===== config.mk =====
export PLATFORM = sky130hd
export DESIGN_NAME = tuser_sched
export DESIGN_NICKNAME = d
export VERILOG_FILES = /design/src/rtl/tuser_sched.sv
export SDC_FILE = /design/constraint.sdc
export NUM_CORES = 1
export LEC_CHECK = 0
export ABC_AREA = 1
export CAP_MARGIN = 15
export CORE_AREA = 8 8 303 305
export CTS_CLUSTER_SIZE = 28
export DETAILED_ROUTE_END_ITERATION = 7
export DIE_AREA = 0 0 311 313
export MAX_ROUTING_LAYER = met4
export PLACE_DENSITY = 0.57
export SYNTH_ARGS = -nofsm -noshare
export SYNTH_HDL_FRONTEND = slang
export SYNTH_SLANG_ARGS = --single-unit

===== constraint.sdc =====
create_clock -name tsch_aclk -period 18.65 [get_ports tsch_aclk]
set_clock_uncertainty 0.05 [all_clocks]
set_input_delay 2.7975 -clock tsch_aclk [delete_from_list [all_inputs] [get_ports tsch_aclk]]
set_output_delay 2.7975 -clock tsch_aclk [all_outputs]
set_load 0.02 [all_outputs]

===== src/rtl/tuser_sched.sv =====
// Per-packet tuple scheduler: queues SDNet tuples and stamps one onto every beat
// of each AXIS packet, holding the head beat until its tuple is available.
module tuser_sched #(
  parameter int DATA_W  = 256,
  parameter int TUPLE_W = 128,
  parameter int TDEPTH  = 4,
  parameter int TIMEOUT = 1023
) (
  input  logic                       tsch_aclk,
  input  logic                       tsch_arstn,
  input  logic                       s_tuple_valid,
  input  logic [TUPLE_W-1:0]         s_tuple_data,
  input  logic                       s_avalid,
  output logic                       s_aready,
  input  logic [DATA_W-1:0]          s_adata,
  input  logic                       s_alast,
  output logic                       m_avalid,
  input  logic                       m_aready,
  output logic [DATA_W-1:0]          m_adata,
  output logic                       m_alast,
  output logic [TUPLE_W-1:0]         m_atuser,
  output logic [$clog2(TDEPTH):0]    fifo_level,
  output logic [15:0]                drop_cnt,
  output logic                       err_timeout
);

  localparam int PW = $clog2(TDEPTH);
  localparam int LW = PW + 1;
  localparam int WW = $clog2(TIMEOUT + 1);

  typedef enum logic {SOP, BODY} state_t;

  state_t               state, state_nxt;
  logic [TUPLE_W-1:0]   mem [TDEPTH];
  logic [PW-1:0]        wr_ptr, rd_ptr;
  logic [LW-1:0]        level;
  logic [TUPLE_W-1:0]   cur_tuple;
  logic [15:0]          drop_q;
  logic                 err_q;
  logic [WW-1:0]        wait_cnt;

  logic gate, xfer, pop, push, full, empty, hold;

  function automatic logic [15:0] sat_inc16(input logic [15:0] v);
    return (v == 16'hFFFF) ? v : v + 16'd1;
  endfunction

  function automatic logic [WW-1:0] sat_wait(input logic [WW-1:0] v);
    return (v == WW'(TIMEOUT)) ? v : v + WW'(1);
  endfunction

  assign empty    = (level == '0);
  assign full     = (level == LW'(TDEPTH));
  assign gate     = (state == BODY) || !empty;
  assign m_avalid = s_avalid & gate;
  assign s_aready = m_aready & gate;
  assign xfer     = s_avalid & s_aready;
  assign pop      = xfer && (state == SOP);
  // A full FIFO still accepts a tuple when the head is popped in the same cycle.
  assign push     = s_tuple_valid && (!full || pop);
  assign hold     = (state == SOP) && s_avalid && empty;

  assign m_adata     = s_adata;
  assign m_alast     = s_alast;
  assign m_atuser    = (state == BODY) ? cur_tuple : (empty ? '0 : mem[rd_ptr]);
  assign fifo_level  = level;
  assign drop_cnt    = drop_q;
  assign err_timeout = err_q;

  always_comb begin
    state_nxt = state;
    case (state)
      SOP:     if (xfer && !s_alast) state_nxt = BODY;
      BODY:    if (xfer && s_alast)  state_nxt = SOP;
      default: state_nxt = SOP;
    endcase
  end

  always_ff @(posedge tsch_aclk or negedge tsch_arstn) begin
    if (!tsch_arstn) begin
      state     <= SOP;
      wr_ptr    <= '0;
      rd_ptr    <= '0;
      level     <= '0;
      cur_tuple <= '0;
      drop_q    <= '0;
      err_q     <= 1'b0;
      wait_cnt  <= '0;
    end else begin
      state <= state_nxt;
      if (push) wr_ptr <= wr_ptr + PW'(1);
      if (pop) begin
        rd_ptr    <= rd_ptr + PW'(1);
        cur_tuple <= mem[rd_ptr];
      end
      case ({push, pop})
        2'b10:   level <= level + LW'(1);
        2'b01:   level <= level - LW'(1);
        default: level <= level;
      endcase
      if (s_tuple_valid && !push) drop_q <= sat_inc16(drop_q);
      if (hold) begin
        wait_cnt <= sat_wait(wait_cnt);
        if (wait_cnt >= WW'(TIMEOUT - 1)) err_q <= 1'b1;
      end else begin
        wait_cnt <= '0;
      end
    end
  end

  // Tuple storage carries no reset; the level gates any stale contents.
  always_ff @(posedge tsch_aclk) begin
    if (push) mem[wr_ptr] <= s_tuple_data;
  end

endmodule


==> results of run 1 <==
layout make-up:
type / count / area [um2] / area share [%]
well taps: 1165 / 1460 / 4.38
flip-flops and latches: 675 / 19500 / 58.4
clock inverters: 41 / 407 / 1.22
inverters: 41 / 166 / 0.500
diodes: 17 / 42.5 / 0.128
repair buffers: 303 / 3010 / 9.05
multi-input cells: 1347 / 6650 / 20.0
clock buffers: 101 / 2100 / 6.30
layer usage:
layer,routed length (um),vias up,GRT usage (%)
met5,0,-,-
met4,2130,0,4.54
met3,23300,119,20.6
met2,56900,1031,38.7
met1,32300,9131,19.2
li1,-,8408,-
per-stage QoR:
step           util, %  power, uW  setup WS [ns]
2_1_floorplan        -       3590           9.24
6_report          38.2       5900          11.08
3_5_place_dp      35.2       4500          11.08
3_3_place_gp      35.2       4440          11.06
5_1_grt           38.1       6210          11.04
4_1_cts           38.1       5980          11.06
flip-flops by register name, indices dropped and copies added, names as in the netlist, named ones only:
register,flops
err_timeout,1
wr_ptr,2
wait_cnt,10
rd_ptr,2
fifo_level,3
drop_cnt,16
mem,512
cur_tuple,128
worst register-to-register path: stages, from the launching register on:
cell and delay (ns):
dfrtp_4 0.81, inv_2 0.27, nand4_4 0.23, nand2_1 0.14, nand2_1 0.28, nor2_4 0.72
buf_4 0.77, buf_4 0.93
final timing paths:
path                             start                         end  slack (ns)  cells past startpoint
setup / recovery              m_aready                    s_aready       11.08                      4
hold / removal             err_timeout                 err_timeout        0.42                      1
setup reg to reg             flip-flop                  mem[1][61]       14.01                      7
hold reg to reg            err_timeout                 err_timeout        0.42                      1
max in group asynchronous   tsch_arstn  asynchronous set/reset pin       14.08                      3
min in group asynchronous   tsch_arstn              cur_tuple[114]        2.15                      1
logic make-up after synthesis:
| family | after synthesis | share of synthesized area [%] |
|---|---|---|
| compound gates | 532 | 11.5 |
| flops | 675 | 67.5 |
| buf+inv | 444 | 9.57 |
| xor+xnor | 16 | 0.486 |
| fa+ha+maj | 8 | 0.373 |
| simple gates | 791 | 10.6 |
placed cells by master, fill, tap and decap left out, types with 3 or more instances in the layout:
cell type and count:
a21oi_1 130, a31oi_1 3, a32o_1 128, buf_4 17, bufinv_16 4, clkbuf_1 16
clkbuf_16 77, clkbuf_8 9, clkdlybuf4s50_1 283, clkinv_1 7, clkinv_2 13, clkinv_4 4
clkinvlp_4 5, dfrtp_1 161, diode_2 17, edfxtp_1 512, ha_1 7, inv_1 36
inv_6 6, nand2_1 726, nand3_1 21, nor2_1 22, nor2_4 4, nor3_1 10
o21ai_0 268, xnor2_1 6, xor2_1 10
power breakdown:
part | switching, uW | internal (uW)
Sequential | 163 | 2010
Clock | 614 | 859
Combinational | 1440 | 813
==> reports/results.md, run 1 <==
### Final layout
- **layout cell share with drive strength beyond 1** 6.22%
- **Filler cells** 8339
- **count of non-filler cells in the finished layout** 3690
- **fin nets** 2842
- **Area growth syn-to-layout** 15.5%
- **design area** 0.0333 mm2

### Placed design
- **Cell Count Post-Placement** 3531
- **area after detailed placement** 0.0308 mm2
- **Final Wtd Congestion** 0.958
- **Detail Placement HPWL** 85000 um
- **Port Buffers** 284

### Yosys
- **share of synthesized registers carrying an async set or reset** 24.1%
- **most used flip-flop cell after synthesis** edfxtp_1
- **Post-synth EDFFs** 512
- **Unique masters post-synth** 31
- **area leader, netlist** edfxtp_1
- **sequential element share of the synthesized area** 67.5%
- **post-synthesis cell count** 2466
- **main area contributors after synthesis** edfxtp_1 (53%), dfrtp_1 (14%), nand2_1 (9.5%)
- **count of yosys warnings during synthesis** 0
- **proportion of netlist area held by the largest area contributor** 53.3%
- **mean post-synth cell area** 11.7 um2
- **cell with the most instances after synthesis** nand2_1
- **post-synthesis sequential element count** 675
- **netlist area before placement** 0.0288 mm2
- **Mapped Nets** 2864
- **Post-synth top cells** nand2_1 (727), edfxtp_1 (512), buf_4 (269)

### Global route
- **maximum number of pins on one net before global-route repair** 207
- **overall overflow remaining after global route** 0
- **first-pass GRT wire length** 154000 um
- **number of global-route vias before repair** 18194
- **antenna violations before repair** 16
- **Total GRT Usage** 23.2%

### Floorplanning
- **Die Width** 311 um
- **num rows** 109
- **CORE AREA** 0.0873 mm2
- **vertical die dimension** 313 um
- **area of the die** 0.0973 mm2
- **IO Count** 797
- **effective utilization at floorplan** 33.0%

### STA
- **Final Hold Violating Endpoints** 0
- **total of endpoints with negative setup slack in the final report** 0
- **slew at the pin closest to its max-slew limit** 1.30 ns
- **worst slew margin relative to its limit** 13.4%
- **shortest period the worst path allows** 7.57 ns
- **number of slew-limit violations in the final report** 0
- **timing-limited maximum frequency** 132 MHz
- **worst hold slack after final layout** 0.423 ns
- **Total Neg Setup Slack** 0 ns
- **setup repair after global routing missed its margin** no
- **ratio of final minimum period to clock period** 40.6%

### Power and ir drop
- **peak ir drop on the vdd network** 0.000114 V
- **pwr/cell area** 177 mW/mm2
- **leakage component of the power** 0.0119 uW

### Drt
- **vias per cell** 5.06
- **remaining antenna violation count after routing** 0
- **average wire per cell in the routed design** 31.1 um
- **post-detailed-routing wire length** 115000 um
- **detailed-routing iteration count for the pre-antenna-repair pass** 5
- **Residual DRC** 0
- **DRC violation total after the first TritonRoute iteration** 1471
- **vias after detailed routing** 18689

### Critical path
- **cells along the critical path** clkdlybuf4s50_1 > nand2_1 > inv_1 > clkdlybuf4s50_1
- **crit path capture type** output port
- **kind of start point of the critical path** input pin
- **start-to-end type of the worst setup path** input pin to output port
- **Critical Path AT** 4.72 ns
- **maximum net fanout on the critical path** 3
- **maximum single-stage delay on the critical path** 0.85 ns
- **kind of cell with the highest combined delay on the critical path** buffers and inverters
- **Required @ worst endpoint** 15.80 ns
- **Crit-path slowest cell** clkdlybuf4s50_1
- **number of buffer and inverter instances along the worst setup path** 3
- **cell mode on critical path** clkdlybuf4s50_1

### CTS
- **TritonCTS clock tree** yes
- **clock insertion delay at the later pin of the skew report** 0.62 ns
- **H-tree level count** 3
- **root cell of the clock tree** clkbuf_16
- **maximum number of buffers from clock root to sink** 3
- **CTS Hold Bufs** 0
- **Post-CTS Setup Inserts** 0
- **TritonCTS Buffers** 76
- **post-CTS sizing** 0
- **Clock Pin Slew Worst Setup and Hold Paths** 0.06 ns
- **clk sinks** 675

### Status
- **run status** finished, final reports clean

### Job
- **max-capacitance violation count** 0

### Min path
- **classification of the worst-slack hold path** flip-flop to flip-flop

Power figures use the tool's default switching activity.
==> run 2, diff against run 1 <==
clock period = 7.1 ns   (was 18.65 ns; I/O delays follow)
==> run 2 against run 1 <==
Against the previous run:
- total power rose to 2.6 times the previous value
- register-to-register slack got worse by 10 ns
- sequential power rose to 2.6 times the previous value
- sequential share of layout area barely moved
- final cell count barely moved
- highest routed layer unchanged
==> reports/results.md, run 2 (synthesized netlist as in run 1, its figures left out) <==
### Floorplanning
- **effective utilization at floorplan** 33.0%
- **num rows** 109
- **CORE AREA** 0.0873 mm2
- **Die Width** 311 um
- **IO Count** 797
- **area of the die** 0.0973 mm2
- **vertical die dimension** 313 um

### Global route
- **first-pass GRT wire length** 153000 um
- **number of global-route vias before repair** 18166
- **antenna violations before repair** 25
- **maximum number of pins on one net before global-route repair** 138
- **Total GRT Usage** 22.9%
- **overall overflow remaining after global route** 0

### CTS
- **Clock Pin Slew Worst Setup and Hold Paths** 0.06 ns
- **Post-CTS Setup Inserts** 0
- **root cell of the clock tree** clkbuf_16
- **clk sinks** 675
- **maximum number of buffers from clock root to sink** 3
- **post-CTS sizing** 0
- **TritonCTS clock tree** yes
- **CTS Hold Bufs** 0
- **TritonCTS Buffers** 75
- **H-tree level count** 3
- **clock insertion delay at the later pin of the skew report** 0.62 ns

### Power and ir drop
- **register share of total power** 36.9%
- **peak ir drop on the vdd network** 0.000263 V
- **clock share of power** 25.3%
- **net switching power** 5780 uW
- **internal cell power** 9740 uW
- **leakage component of the power** 0.0119 uW
- **net switching share of the total power** 37.2%
- **pwr/cell area** 466 mW/mm2
- **relative contribution of combinational cells to total power** 37.9%

### Job
- **max-capacitance violation count** 0

### Critical path
- **maximum single-stage delay on the critical path** 0.78 ns
- **Required @ worst endpoint** 5.98 ns
- **start-to-end type of the worst setup path** flip-flop to output port
- **number of buffer and inverter instances along the worst setup path** 3
- **maximum net fanout on the critical path** 114
- **kind of start point of the critical path** flip-flop
- **crit path capture type** output port
- **Crit-path slowest cell** inv_6
- **cells along the critical path** inv_6 > buf_4 > nand2_1 > a32o_1 > o21ai_0 > clkdlybuf4s50_1
- **Critical Path AT** 4.23 ns
- **kind of cell with the highest combined delay on the critical path** buffers and inverters

### Final layout
- **commonest cells after routing, fill and taps aside** nand2_1 (726), edfxtp_1 (512), clkdlybuf4s50_1 (283)
- **Area growth syn-to-layout** 15.6%
- **Top reg by flops** mem
- **layout cell share with drive strength beyond 1** 5.68%
- **most common cell after layout, fill and taps aside** nand2_1
- **Filler cells** 8305
- **max FFs per register** 512
- **count of non-filler cells in the finished layout** 3687
- **fin nets** 2838

### Placed design
- **Port Buffers** 284
- **Detail Placement HPWL** 82800 um
- **Cell Count Post-Placement** 3528
- **Final Wtd Congestion** 0.970

### STA
- **setup repair after global routing missed its margin** no
- **shortest period the worst path allows** 5.35 ns
- **number of slew-limit violations in the final report** 0
- **ratio of final minimum period to clock period** 75.3%
- **worst slew margin relative to its limit** 19.3%
- **Total Neg Setup Slack** 0 ns
- **total of endpoints with negative setup slack in the final report** 0
- **slew at the pin closest to its max-slew limit** 1.21 ns
- **Final Hold Violating Endpoints** 0
- **timing-limited maximum frequency** 187 MHz

### Drt
- **remaining antenna violation count after routing** 0
- **Residual DRC** 0
- **vias per cell** 5.11
- **DRC violation total after the first TritonRoute iteration** 1403
- **average wire per cell in the routed design** 30.9 um
- **vias after detailed routing** 18829
- **post-detailed-routing wire length** 114000 um
- **detailed-routing iteration count for the pre-antenna-repair pass** 5

### Min path
- **classification of the worst-slack hold path** flip-flop to flip-flop

### Status
- **run status** finished, final reports clean

==> run 2: changes by cell type in the layout (fill, tap and decap cells not counted), moves of 4 or more <==
| cell | previous run | this run |
|---|---|---|
| clkbuf_8 | 9 | 4 |
| clkinvlp_4 | 5 | 1 |
| diode_2 | 17 | 21 |
| clkbuf_1 | 16 | 23 |
| buf_12 | 2 | 6 |
| inv_6 | 6 | 2 |
| clkinv_4 | 4 | 0 |
| buf_4 | 17 | 10 |
| bufinv_16 | 4 | 8 |
==> run 2: worst paths after layout <==
check / from / to / slack (ns) / depth (start not counted)
worst max register to register: flip-flop / cur_tuple[115] / 3.71 / 5
worst max-delay path: rd_ptr[0] / m_atuser[10] / 1.75 / 6
worst min register to register: err_timeout / err_timeout / 0.43 / 1
max in group asynchronous: tsch_arstn / cur_tuple[12] / 5.40 / 2
worst min-delay path: err_timeout / err_timeout / 0.43 / 1
min in group asynchronous: tsch_arstn / cur_tuple[114] / 0.46 / 1
==> run 2: per-layer routing <==
metal,global-route usage [%],vias to the layer above,wire length [um]
li1,-,8396,-
met1,18.3,9201,31500
met2,37.9,1104,55700
met3,21.7,128,24100
met4,4.93,0,2430
met5,-,-,0
==> run 2: power by group through the flow <==
stage	Combinational, uW	Clock (uW)	Sequential, uW
after floorplan	3700	0	5740
after global placement	5890	0	5750
after detailed placement	5970	0	5790
after CTS	5990	4020	5720
after global routing	6370	4160	5810
final	5880	3920	5720
==> run 2: cell type report <==
cell class	instances	area [um2]	area share (%)
Inverter	41	166	0.499
Tap cell	1165	1460	4.37
Sequential cell	675	19500	58.4
Clock inverter	36	463	1.39
Clock buffer	102	2030	6.09
Multi-Input combinational cell	1347	6650	20.0
Antenna cell	21	52.6	0.158
Timing Repair Buffer	300	3040	9.13
==> run 2: metrics by stage <==
step	area, um2	power [uW]	hold slack (ns)	utilization (%)	setup WS (ns)
2_1_floorplan	28800	9440	0.392	-	-0.580
3_3_place_gp	30800	11600	0.417	35.3	2.35
3_5_place_dp	30800	11800	0.423	35.3	2.31
4_1_cts	33300	15700	0.436	38.1	1.65
5_1_grt	33300	16300	0.449	38.2	1.44
6_report	33300	15500	0.426	38.2	1.75
==> run 3, diff against run 2 <==
CORE_AREA = 8 8 306 308   (was 8 8 303 305)
DIE_AREA = 0 0 314 316   (was 0 0 311 313)
PLACE_DENSITY = 0.58   (was 0.57)
clock period = 4.6 ns   (was 7.1 ns; I/O delays follow)
==> run 3 against run 2 <==
Against the previous run:
- total power rose by 55%
- flip-flop and latch count did not move
- setup slack got worse by 1.3 ns
- combinational power rose by 59%
- cell area rose by 0.89%
- first-iteration DRC count fell by 3.3%
- register-to-register slack got worse by 1.6 ns
- via count barely moved
- critical path type unchanged
- core utilization fell by 0.42 points
- non-clock buffer count rose by 19
- highest routed layer unchanged
- global-route usage fell by 0.48 points
==> reports/results.md, run 3 (synthesized netlist as in run 1, its figures left out) <==
### STA
- **total of endpoints with negative setup slack in the final report** 0
- **Total Neg Setup Slack** 0 ns
- **worst hold slack after final layout** 0.0788 ns
- **timing-limited maximum frequency** 240 MHz
- **Final Hold Violating Endpoints** 0
- **number of slew-limit violations in the final report** 0
- **slew at the pin closest to its max-slew limit** 1.04 ns
- **ratio of final minimum period to clock period** 90.6%
- **worst slew margin relative to its limit** 30.8%
- **setup repair after global routing missed its margin** no
- **final setup margin** 0.432 ns
- **shortest period the worst path allows** 4.17 ns

### Power and ir drop
- **register share of total power** 36.0%
- **internal cell power** 15200 uW
- **net switching power** 8880 uW
- **leakage component of the power** 0.0120 uW
- **post-layout power** 24100 uW
- **pwr/cell area** 716 mW/mm2
- **net switching share of the total power** 36.9%
- **relative contribution of combinational cells to total power** 38.9%
- **peak ir drop on the vdd network** 0.000442 V
- **clock share of power** 25.0%

### Critical path
- **Required @ worst endpoint** 3.86 ns
- **maximum net fanout on the critical path** 147
- **kind of start point of the critical path** flip-flop
- **worst reg2reg setup slack** 2.09 ns
- **maximum single-stage delay on the critical path** 0.69 ns
- **worst setup path start** rd_ptr[1]
- **start-to-end type of the worst setup path** flip-flop to output port
- **CP endpoint** m_atuser[68]
- **Critical Path AT** 3.43 ns
- **Critical R2R Launch** fifo_level[0]
- **Crit-path slowest cell** clkdlybuf4s50_1
- **cells along the critical path** inv_8 > buf_12 > a21oi_1 > a32o_1 > o21ai_0 > clkdlybuf4s50_1
- **worst reg2reg path endpoint** mem[3][75]
- **Reg2Reg Depth** 7
- **crit path capture type** output port

### Final layout
- **fin nets** 2857
- **most common cell after layout, fill and taps aside** nand2_1
- **max FFs per register** 512
- **count of non-filler cells in the finished layout** 3719
- **Top reg by flops** mem
- **layout cell share with drive strength beyond 1** 6.55%
- **commonest cells after routing, fill and taps aside** nand2_1 (726), edfxtp_1 (512), clkdlybuf4s50_1 (283)
- **Area growth syn-to-layout** 16.7%

### Floorplanning
- **effective utilization at floorplan** 32.4%
- **Die Width** 314 um
- **CORE AREA** 0.0890 mm2
- **num rows** 110
- **IO Count** 797
- **area of the die** 0.0992 mm2
- **vertical die dimension** 316 um

### Placed design
- **Final Wtd Congestion** 0.926
- **Port Buffers** 284
- **Detail Placement HPWL** 83200 um
- **Cell Count Post-Placement** 3558
- **worst-case setup slack after placement** 0.980 ns

### Min path
- **classification of the worst-slack hold path** input pin to asynchronous set/reset pin

### CTS
- **root cell of the clock tree** clkbuf_16
- **Clock Pin Slew Worst Setup and Hold Paths** 0.06 ns
- **maximum number of buffers from clock root to sink** 3
- **Post-CTS Setup Inserts** 0
- **TritonCTS clock tree** yes
- **post-CTS sizing** 0
- **clock insertion delay at the later pin of the skew report** 0.62 ns
- **H-tree level count** 3
- **clk sinks** 675
- **CTS Hold Bufs** 0
- **TritonCTS Buffers** 75

### Drt
- **remaining antenna violation count after routing** 0
- **Residual DRC** 0
- **vias after detailed routing** 18833
- **post-detailed-routing wire length** 114000 um
- **average wire per cell in the routed design** 30.5 um
- **DRC violation total after the first TritonRoute iteration** 1357
- **detailed-routing iteration count for the pre-antenna-repair pass** 5
- **vias per cell** 5.06

### Global route
- **overall overflow remaining after global route** 0
- **maximum number of pins on one net before global-route repair** 218
- **number of global-route vias before repair** 18228
- **Total GRT Usage** 22.5%
- **antenna violations before repair** 22
- **first-pass GRT wire length** 152000 um

### Job
- **max-capacitance violation count** 0

### Status
- **run status** finished, final reports clean

run 3: cell type report:
class                      instances  area, um2
multi-input combinational       1347       6650
sequential                       675      19500
tap                             1176       1470
antenna                           22       55.1
clock buffer                     110       2180
fill                            8381      55400
inverter                          41        166
timing repair buffer             319       3310
clock inverter                    29        324
run 3: critical path, delay by kind of cell, from the launching register on:
| family | cells | cell delay [ns] |
|---|---|---|
| buffers and inverters | 3 | 1.61 |
| AOI/OAI and AO/OA | 3 | 0.64 |
| DFF | 1 | 0.45 |
run 3: per-stage QoR:
step / instance area (um2) / utilization, %
after CTS: 33600 / 37.7
final: 33600 / 37.8
after global routing: 33600 / 37.8
after global placement: 31100 / 34.9
after detailed placement: 31100 / 34.9
after floorplan: 28800 / -
run 3: layer usage:
layer  share of wire (%)  up-vias  wire length, um  GRT usage (%)
li1                    -     8450                -              -
met1                  28     9173            31500           18.1
met2                  48     1088            54800           36.4
met3                  21      122            24000           20.9
met4                 2.9        0             3310           6.58
met5                   0        -                0              -
run 3: power groups by stage:
| stage | Clock, uW | Combinational, uW | Sequential [uW] |
|---|---|---|---|
| detailed placement | 0 | 9500 | 8780 |
| finish | 6020 | 9370 | 8670 |
| global placement | 0 | 9360 | 8720 |
| global route | 6400 | 10200 | 8800 |
| floorplan | 0 | 5720 | 8760 |
| CTS | 6180 | 9540 | 8670 |
run 3: worst min path at each step:
stage / cells after the start / slack (ns) / to
2_1_floorplan: 0 / 0.34 / asynchronous set/reset pin
3_5_place_dp: 1 / 0.42 / err_timeout
6_report: 1 / 0.08 / cur_tuple[0]
4_1_cts: 1 / 0.07 / cur_tuple[0]
5_1_grt: 1 / 0.09 / cur_tuple[0]
3_3_place_gp: 2 / 0.42 / cur_tuple[47]
